### config.mk
export PLATFORM = sky130hd
export DESIGN_NAME = fetch_ip_stage
export DESIGN_NICKNAME = d
export VERILOG_FILES = /design/src/rtl/fetch_ip_stage_pkg.sv /design/src/rtl/fetch_out_buffer.sv /design/src/rtl/fetch_ip_stage.sv
export SDC_FILE = /design/constraint.sdc
export NUM_CORES = 1
export LEC_CHECK = 0
export BUFFER_PORTS_ARGS = -buffer_cell sky130_fd_sc_hd__buf_2
export CELL_PAD_IN_SITES_DETAIL_PLACEMENT = 1
export CELL_PAD_IN_SITES_GLOBAL_PLACEMENT = 2
export CORE_UTILIZATION = 23
export CTS_CLUSTER_DIAMETER = 80
export DETAILED_ROUTE_END_ITERATION = 10
export HOLD_SLACK_MARGIN = 0.12
export PLACE_DENSITY = 0.76
export SYNTH_ARGS = -nofsm -noshare
export SYNTH_HDL_FRONTEND = slang
export SYNTH_SLANG_ARGS = --single-unit
export TNS_END_PERCENT = 50
### constraint.sdc
create_clock -name clk_i -period 1.8 [get_ports clk_i]
set_input_delay 0.18 -clock clk_i [delete_from_list [all_inputs] [get_ports clk_i]]
set_output_delay 0.18 -clock clk_i [all_outputs]
set_load 0.01 [all_outputs]
### src/rtl/fetch_ip_stage_pkg.sv
// Shared widths, reset values and the fetch FSM state encoding.
package fetch_ip_stage_pkg;

  localparam int MWORD_SIZE        = 32;
  localparam int SMALL_NUMBER_SIZE = 8;
  localparam int ALIGN_BITS        = 2;

  localparam logic [MWORD_SIZE-1:0]        RESET_IP   = '0;
  localparam logic [SMALL_NUMBER_SIZE-1:0] RESET_SIZE = SMALL_NUMBER_SIZE'((1 << ALIGN_BITS) >> 1);

  typedef enum logic [1:0] {
    ST_IDLE = 2'd0,
    ST_REQ  = 2'd1,
    ST_WAIT = 2'd2,
    ST_HOLD = 2'd3
  } fetch_state_e;

endpackage

### src/rtl/fetch_out_buffer.sv
// Holds one fetched block for decode; valid/ready handshake, kill wins over everything but reset.
module fetch_out_buffer
  import fetch_ip_stage_pkg::*;
(
  input  logic                         clk_i,
  input  logic                         reset_i,
  input  logic                         load_i,
  input  logic                         kill_i,
  input  logic                         ready_i,
  input  logic [MWORD_SIZE-1:0]        ip_i,
  input  logic [SMALL_NUMBER_SIZE-1:0] size_i,
  input  logic [MWORD_SIZE-1:0]        data_i,
  output logic                         valid_o,
  output logic [MWORD_SIZE-1:0]        ip_o,
  output logic [SMALL_NUMBER_SIZE-1:0] size_o,
  output logic [MWORD_SIZE-1:0]        data_o
);

  logic                         valid_q, valid_d;
  logic [MWORD_SIZE-1:0]        ip_q, ip_d;
  logic [SMALL_NUMBER_SIZE-1:0] size_q, size_d;
  logic [MWORD_SIZE-1:0]        data_q, data_d;

  always_comb begin
    valid_d = valid_q;
    ip_d    = ip_q;
    size_d  = size_q;
    data_d  = data_q;
    if (kill_i) begin
      valid_d = 1'b0;
    end else if (load_i) begin
      valid_d = 1'b1;
      ip_d    = ip_i;
      size_d  = size_i;
      data_d  = data_i;
    end else if (valid_q && ready_i) begin
      valid_d = 1'b0;
    end
  end

  always_ff @(posedge clk_i) begin
    if (reset_i) begin
      valid_q <= 1'b0;
      ip_q    <= '0;
      size_q  <= '0;
      data_q  <= '0;
    end else begin
      valid_q <= valid_d;
      ip_q    <= ip_d;
      size_q  <= size_d;
      data_q  <= data_d;
    end
  end

  assign valid_o = valid_q;
  assign ip_o    = ip_q;
  assign size_o  = size_q;
  assign data_o  = data_q;

endmodule

### src/rtl/fetch_ip_stage.sv
// Fetch-address stage: owns the fetch IP, issues one aligned request at a time and
// hands the fetched word to decode; a redirect retargets the IP and kills in-flight work.
module fetch_ip_stage
  import fetch_ip_stage_pkg::*;
(
  input  logic                         clk_i,
  input  logic                         reset_i,
  input  logic                         en_i,
  input  logic [MWORD_SIZE-1:0]        newIP_i,
  input  logic [SMALL_NUMBER_SIZE-1:0] newSize_i,
  input  logic                         redirect_i,
  output logic [MWORD_SIZE-1:0]        ipBase_o,
  output logic                         memReq_o,
  output logic [MWORD_SIZE-1:0]        memAddr_o,
  input  logic                         memAck_i,
  input  logic                         memRspValid_i,
  input  logic [MWORD_SIZE-1:0]        memRspData_i,
  output logic                         outValid_o,
  output logic [MWORD_SIZE-1:0]        outIP_o,
  output logic [SMALL_NUMBER_SIZE-1:0] outSize_o,
  output logic [MWORD_SIZE-1:0]        outData_o,
  input  logic                         outReady_i
);

  fetch_state_e                 state_q, state_d;
  logic [MWORD_SIZE-1:0]        ip_base_q, ip_base_d;
  logic [SMALL_NUMBER_SIZE-1:0] ip_size_q, ip_size_d;
  logic                         drop_q, drop_d;
  logic                         buf_load, buf_kill, consume;

  assign consume = outValid_o && outReady_i;

  always_ff @(posedge clk_i) begin
    if (reset_i) begin
      state_q   <= ST_IDLE;
      ip_base_q <= RESET_IP;
      ip_size_q <= RESET_SIZE;
      drop_q    <= 1'b0;
    end else begin
      state_q   <= state_d;
      ip_base_q <= ip_base_d;
      ip_size_q <= ip_size_d;
      drop_q    <= drop_d;
    end
  end

  always_comb begin
    state_d = state_q;
    unique case (state_q)
      ST_IDLE: if (en_i) state_d = ST_REQ;
      ST_REQ:  if (memAck_i) state_d = ST_WAIT;
      ST_WAIT: begin
        if (memRspValid_i) state_d = (redirect_i || drop_q) ? ST_REQ : ST_HOLD;
      end
      ST_HOLD: if (redirect_i || consume) state_d = ST_REQ;
      default: state_d = ST_IDLE;
    endcase
  end

  always_comb begin
    memReq_o = (state_q == ST_REQ);
    buf_load = (state_q == ST_WAIT) && memRspValid_i && !redirect_i && !drop_q;
    buf_kill = (state_q == ST_HOLD) && redirect_i;
  end

  // Redirect overrides the sequential IP handed over on a consume.
  always_comb begin
    ip_base_d = ip_base_q;
    ip_size_d = ip_size_q;
    drop_d    = drop_q;
    if (redirect_i || (state_q == ST_HOLD && consume)) begin
      ip_base_d = newIP_i;
      ip_size_d = newSize_i;
    end
    if (state_q == ST_REQ && memAck_i) begin
      drop_d = redirect_i;
    end else if (state_q == ST_WAIT) begin
      if (memRspValid_i)   drop_d = 1'b0;
      else if (redirect_i) drop_d = 1'b1;
    end
  end

  assign ipBase_o  = ip_base_q;
  assign memAddr_o = {ip_base_q[MWORD_SIZE-1:ALIGN_BITS], {ALIGN_BITS{1'b0}}};

  fetch_out_buffer u_out_buffer (
    .clk_i   (clk_i),
    .reset_i (reset_i),
    .load_i  (buf_load),
    .kill_i  (buf_kill),
    .ready_i (outReady_i),
    .ip_i    (ip_base_q),
    .size_i  (ip_size_q),
    .data_i  (memRspData_i),
    .valid_o (outValid_o),
    .ip_o    (outIP_o),
    .size_o  (outSize_o),
    .data_o  (outData_o)
  );

endmodule
* Word level (Yosys, flattened, before mapping)
Index checks and enable logic that the tools add are counted.
W data, S select, Z words.
** Word-level totals
- Register bits after elaboration :: 116
- Latch bits :: 0
- Bits in writable memories :: 0
- Memory bits (read-only) :: 0
- Logic and storage cells :: 48
- Memories kept :: 0
** Operators by class
- Add/subtract/negate cells :: 0
- Multipliers :: 0
- Div/mod/pow operators :: 0
- Magnitude comparators :: 0
- Equality and inequality tests :: 7
- Shift-type cells :: 0
- Muxes and demuxes :: 12
- Bitwise gates (word level) :: 1
- Reduce and logical (&&, ||, !) cells :: 20
** Operators by type and width (number)
- $mux W2 :: 5
- $pmux W2 S4 :: 1
- $logic_and A1 B1 Y1 :: 7
- $mux W1 :: 6
- $ne A2 B2 Y1 const B :: 3
- $eq A2 B2 Y1 const B :: 2
- $reduce_and A2 Y1 :: 2
- $reduce_and A4 Y1 :: 1
- $reduce_bool A2 Y1 :: 2
- $logic_or A1 B1 Y1 :: 3
- $reduce_bool A3 Y1 :: 1
- $eq A2 B1 Y1 const B :: 1
- $logic_not A1 Y1 :: 2
- $logic_not A2 Y1 :: 1
- $ne A2 B1 Y1 const B :: 1
- $reduce_or A2 Y1 :: 1
- $not A1 Y1 :: 1

* Longest topological paths before layout
- Depth after elaboration :: 5
- Mapped depth :: 7

* By module
From an unflattened synthesis, not the netlist that was laid out.
** Second synthesis, totals
- Cells, all modules :: 574
- Area total of the unflattened synthesis :: 5905.7 um2
** By module, submodules not included
- fetch_out_buffer :: instances 1, cells each 333, area an instance 3990.1 um2, seq. area each 1461.4 um2
- fetch_ip_stage :: instances 1, cells each 241, area an instance 1915.6 um2, seq. area each 860.8 um2

* Least setup slack after synthesis
OpenSTA, ideal clock, no wires.
- Path kind :: flip-flop to flip-flop
- Start point :: register state_q[0]
- End point :: register state_q[1]
- Setup time :: 0.070 ns
- Arrival time :: 1.508 ns
- Required time :: 1.730 ns
- Setup slack :: 0.222 ns
- Stages on the path, launching flop included :: 7
- Path buffers :: 0
- Period minus slack after synthesis :: 1.578 ns
- Path through :: dfxtp_1 -> inv_1 -> ha_1 -> or2b_1 -> o221ai_2 -> or4_1 -> a21oi_1
** Between the ends
- Word-level cells in the longest chain between the ends :: 3
- Elaborated cells on any way between the ends :: 10
- Those cells by class :: eq/ne: 7; mux: 1; reduce/logical: 2
** RTL lines
- start, declared :: RTL line fetch_ip_stage.sv:25 : fetch_state_e state_q, state_d;
- start signal, assigned :: RTL line fetch_ip_stage.sv:40 : state_q <= state_d;
- $eq A2 B2 Y1 (tied with other cells) :: RTL line fetch_ip_stage.sv:49 : unique case (state_q)
- $ne A2 B2 Y1 (no line) / $ne A2 B1 Y1 (equally long branches)
- $reduce_and A4 Y1 (no line)
Parallel ways exist; a longest one is shown, timed or not.
A chain may end at the register's enable or synchronous reset.

* Final worst setup path
- Start point :: register state_q[1]
- End point :: register state_q[1]
The elaborated chain is that of the path after synthesis.

==> impl_metrics.json <==
{
  "p_leak_uw": 0.00306,
  "nets": 890,
  "hold_depth": 3,
  "dieArea_um2": 19700,
  "areaGrowthSynthToFinish_pct": 54.7,
  "grt_pass1_wl_um": 23600,
  "synth_area_per_cell_um2": 7.94,
  "rows": 50,
  "switchingPower_uw": 1510,
  "cp_max_fo": 6,
  "vias": 4481,
  "yosysSeqAreaShare": 0.528,
  "clkTransAtPathRegs_ns": 0.05,
  "wl_per_cell_um": 14.1,
  "startpoint_type": "flop",
  "setup_violations": 0,
  "timing.final.ws_setup_ns": 0.105,
  "grt-ovfl-total": 0,
  "place_hpwl_um": 9430,
  "synth-seq-cells": 116,
  "intPower_uw": 4930,
  "rsz0062_at_grt": "no",
  "min_path_type": "in2reg",
  "cts_tree": "done",
  "status": "complete, no violations",
  "sw_frac_of_total": 0.235,
  "netlist.area_leader.share": 0.528,
  "max_clock_freq_mhz": 590,
  "period_minus_slack_ns": 1.70,
  "hold_viol_final": 0,
  "synthCells": 554,
  "synth_area_um2": 4400,
  "post_cts_buffers": 0,
  "ff_latch_area_um2": 2320,
  "core_area_um2": 18700,
  "viasPerCell": 4.26,
  "worstPathRequired_ns": 2.13,
  "power_uw": 6440,
  "n_fill_cell": 2296,
  "max-cap-violations": 0,
  "die_x_um": 140,
  "track_usage": 0.153,
  "cts_buffer_depth": 2,
  "synth_area_leaders": "dfxtp_1 (53%), nand2_1 (19%), a21oi_1 (13%)",
  "place_ws_ns": 0.0935,
  "synth_cell_types": 25,
  "initial_core_util": 0.235,
  "drv_slew": 0,
  "crit_arrival_ns": 2.03,
  "drt-initial-drc-count": 147,
  "yosys_warnings": 0,
  "max-vdd-ir-drop_v": 0.000563,
  "place.gp.congestion": 0.683,
  "utilization": 0.364,
  "h-tree-depth": 4,
  "cp_cell_sequence": "inv_1 -> ha_1 -> inv_1 -> o221ai_2 -> or4_1 -> a21oi_1",
  "p_seq_frac": 0.417,
  "crit_type": "reg2reg",
  "cp_slowest_stage_delay_ns": 0.52,
  "end_kind": "flop",
  "crit_top_cell": "inv_1",
  "multiInputGateArea_um2": 1640,
  "tns_ns": 0,
  "pwr-share-clk": 0.490,
  "grt_pass1_vias": 4542,
  "dpl.cell_count": 945,
  "r2r_cells": 6,
  "io_pins": 217,
  "drive_gt1_frac": 0.318,
  "p_per_area_nw_per_um2": 947,
  "cts_root_buf": "clkbuf_16",
  "drc": 0,
  "cts.sinks": 116,
  "port_buffers": 214,
  "slowest_stage": "or4_1",
  "ant_nets": 0,
  "clkLatencyLatePin_ns": 0.40,
  "grt_max_degree": 70,
  "detailedRoute.firstPassIterationCount": 4,
  "antenna_found_initial": 0,
  "fin_crit_sh": 0.942,
  "synth_area_leader_cell": "dfxtp_1",
  "die_y_um": 140,
  "cts_buffers": 17,
  "finalClockSkew_ns": 0.00791,
  "pwr-share-comb": 0.093,
  "fin_cells": 1052,
  "wl_um": 14900,
  "diodes": 0
}
## registers in the layout, summed over array words and instances, names as in the netlist
name                  cells
state_q                   2
ipBase_o                 32
u_out_buffer.size_o       8
u_out_buffer.ip_o        32
ip_size_q                 8
u_out_buffer.data_o      32
u_out_buffer.valid_o      1
drop_q                    1
## kinds of logic after synthesis
logic type      after synthesis  synth area share
compound gates              123             0.146
buf+inv                      74             0.103
simple gates                235             0.208
flops                       116             0.528
other cells                   1          0.000853
fa+ha+maj                     5            0.0142
## power groups by stage
stage / combinational [uW] / clock (uW) / sequential (uW)
2_1_floorplan: 254 / 0 / 2750
3_3_place_gp: 467 / 0 / 2740
3_5_place_dp: 470 / 0 / 2740
4_1_cts: 604 / 3280 / 2690
5_1_grt: 657 / 3400 / 2700
6_report: 599 / 3160 / 2690
## final timing paths
path                         start                     to  slack [ns]
max reg2reg             state_q[1]             state_q[1]        0.10
max                     state_q[1]             state_q[1]        0.10
min                  memRspValid_i                 drop_q        0.16
min reg2reg  u_out_buffer.ip_o[22]  u_out_buffer.ip_o[22]        0.45
## critical path, delay by kind of cell (launching register included)
| family | cells | cell delay (ns) |
|---|---|---|
| buffers and inverters | 2 | 0.18 |
| AO/OA/AOI/OAI | 2 | 0.27 |
| adder cells (fa/ha/maj) | 1 | 0.26 |
| AND/OR/NAND/NOR | 1 | 0.52 |
| flip-flops | 1 | 0.41 |
## per-stage QoR
| step | cell area, um^2 | hold WS, ns |
|---|---|---|
| global route | 6810 | 0.164 |
| finish | 6810 | 0.156 |
| detailed placement | 5490 | 0.415 |
| floorplan | 4400 | 0.291 |
| CTS | 6800 | 0.128 |
| global placement | 5490 | 0.421 |
## layout by cell type (no fill, tap or decap), drive strengths merged
cell / count
a211oi: 1
o221ai: 1
nand3: 2
o21ai: 2
clkinv: 7
a22oi: 1
a31o: 1
nand2b: 1
clkinvlp: 1
bufinv: 1
clkbuf: 22
nand2: 225
conb: 2
or3: 1
a221oi: 1
ha: 5
or4: 1
nor2: 1
dfxtp: 116
and3: 1
nand3b: 2
or2b: 1
a21oi: 114
inv: 6
buf: 224
a31oi: 2
dlygate4sd3: 76
## metal layers
metal,vias up,share of wire,track usage,routed length (um)
met1,2110,0.45,0.180,6640
li1,2251,-,-,-
met3,15,0.034,0.0383,512
met5,-,0,0,0
met4,0,0.012,0.0555,182
met2,105,0.51,0.268,7540
## layout make-up
cell class                      count  area share
Sequential cell                   116       0.341
Tap cell                          234      0.0430
Clock buffer                       22      0.0697
Clock inverter                      9      0.0118
Multi-Input combinational cell    365       0.241
Inverter                            6     0.00331
Timing Repair Buffer              300       0.290
## what timing repair did
item / 4_1_cts / 5_1_grt
hold endpoints to repair: 77 / 0
resized for setup: 0 / 1
endpoints found under the setup margin: 0 / 2
hold buffers: 76 / 0
## cell usage after synthesis, drive strengths merged
cell,number
nand2,225
dfxtp,116
a21oi,114
buf,40
clkbuf,28
inv,6
ha,5
a31oi,2
nand3,2
nand3b,2
o21ai,2
a211oi,1
a221oi,1
a22oi,1
a31o,1
and3,1
conb,1
nand2b,1
nor2,1
o221ai,1
or2b,1
or3,1
or4,1
No activity file was read; power rests on OpenSTA's default activity.
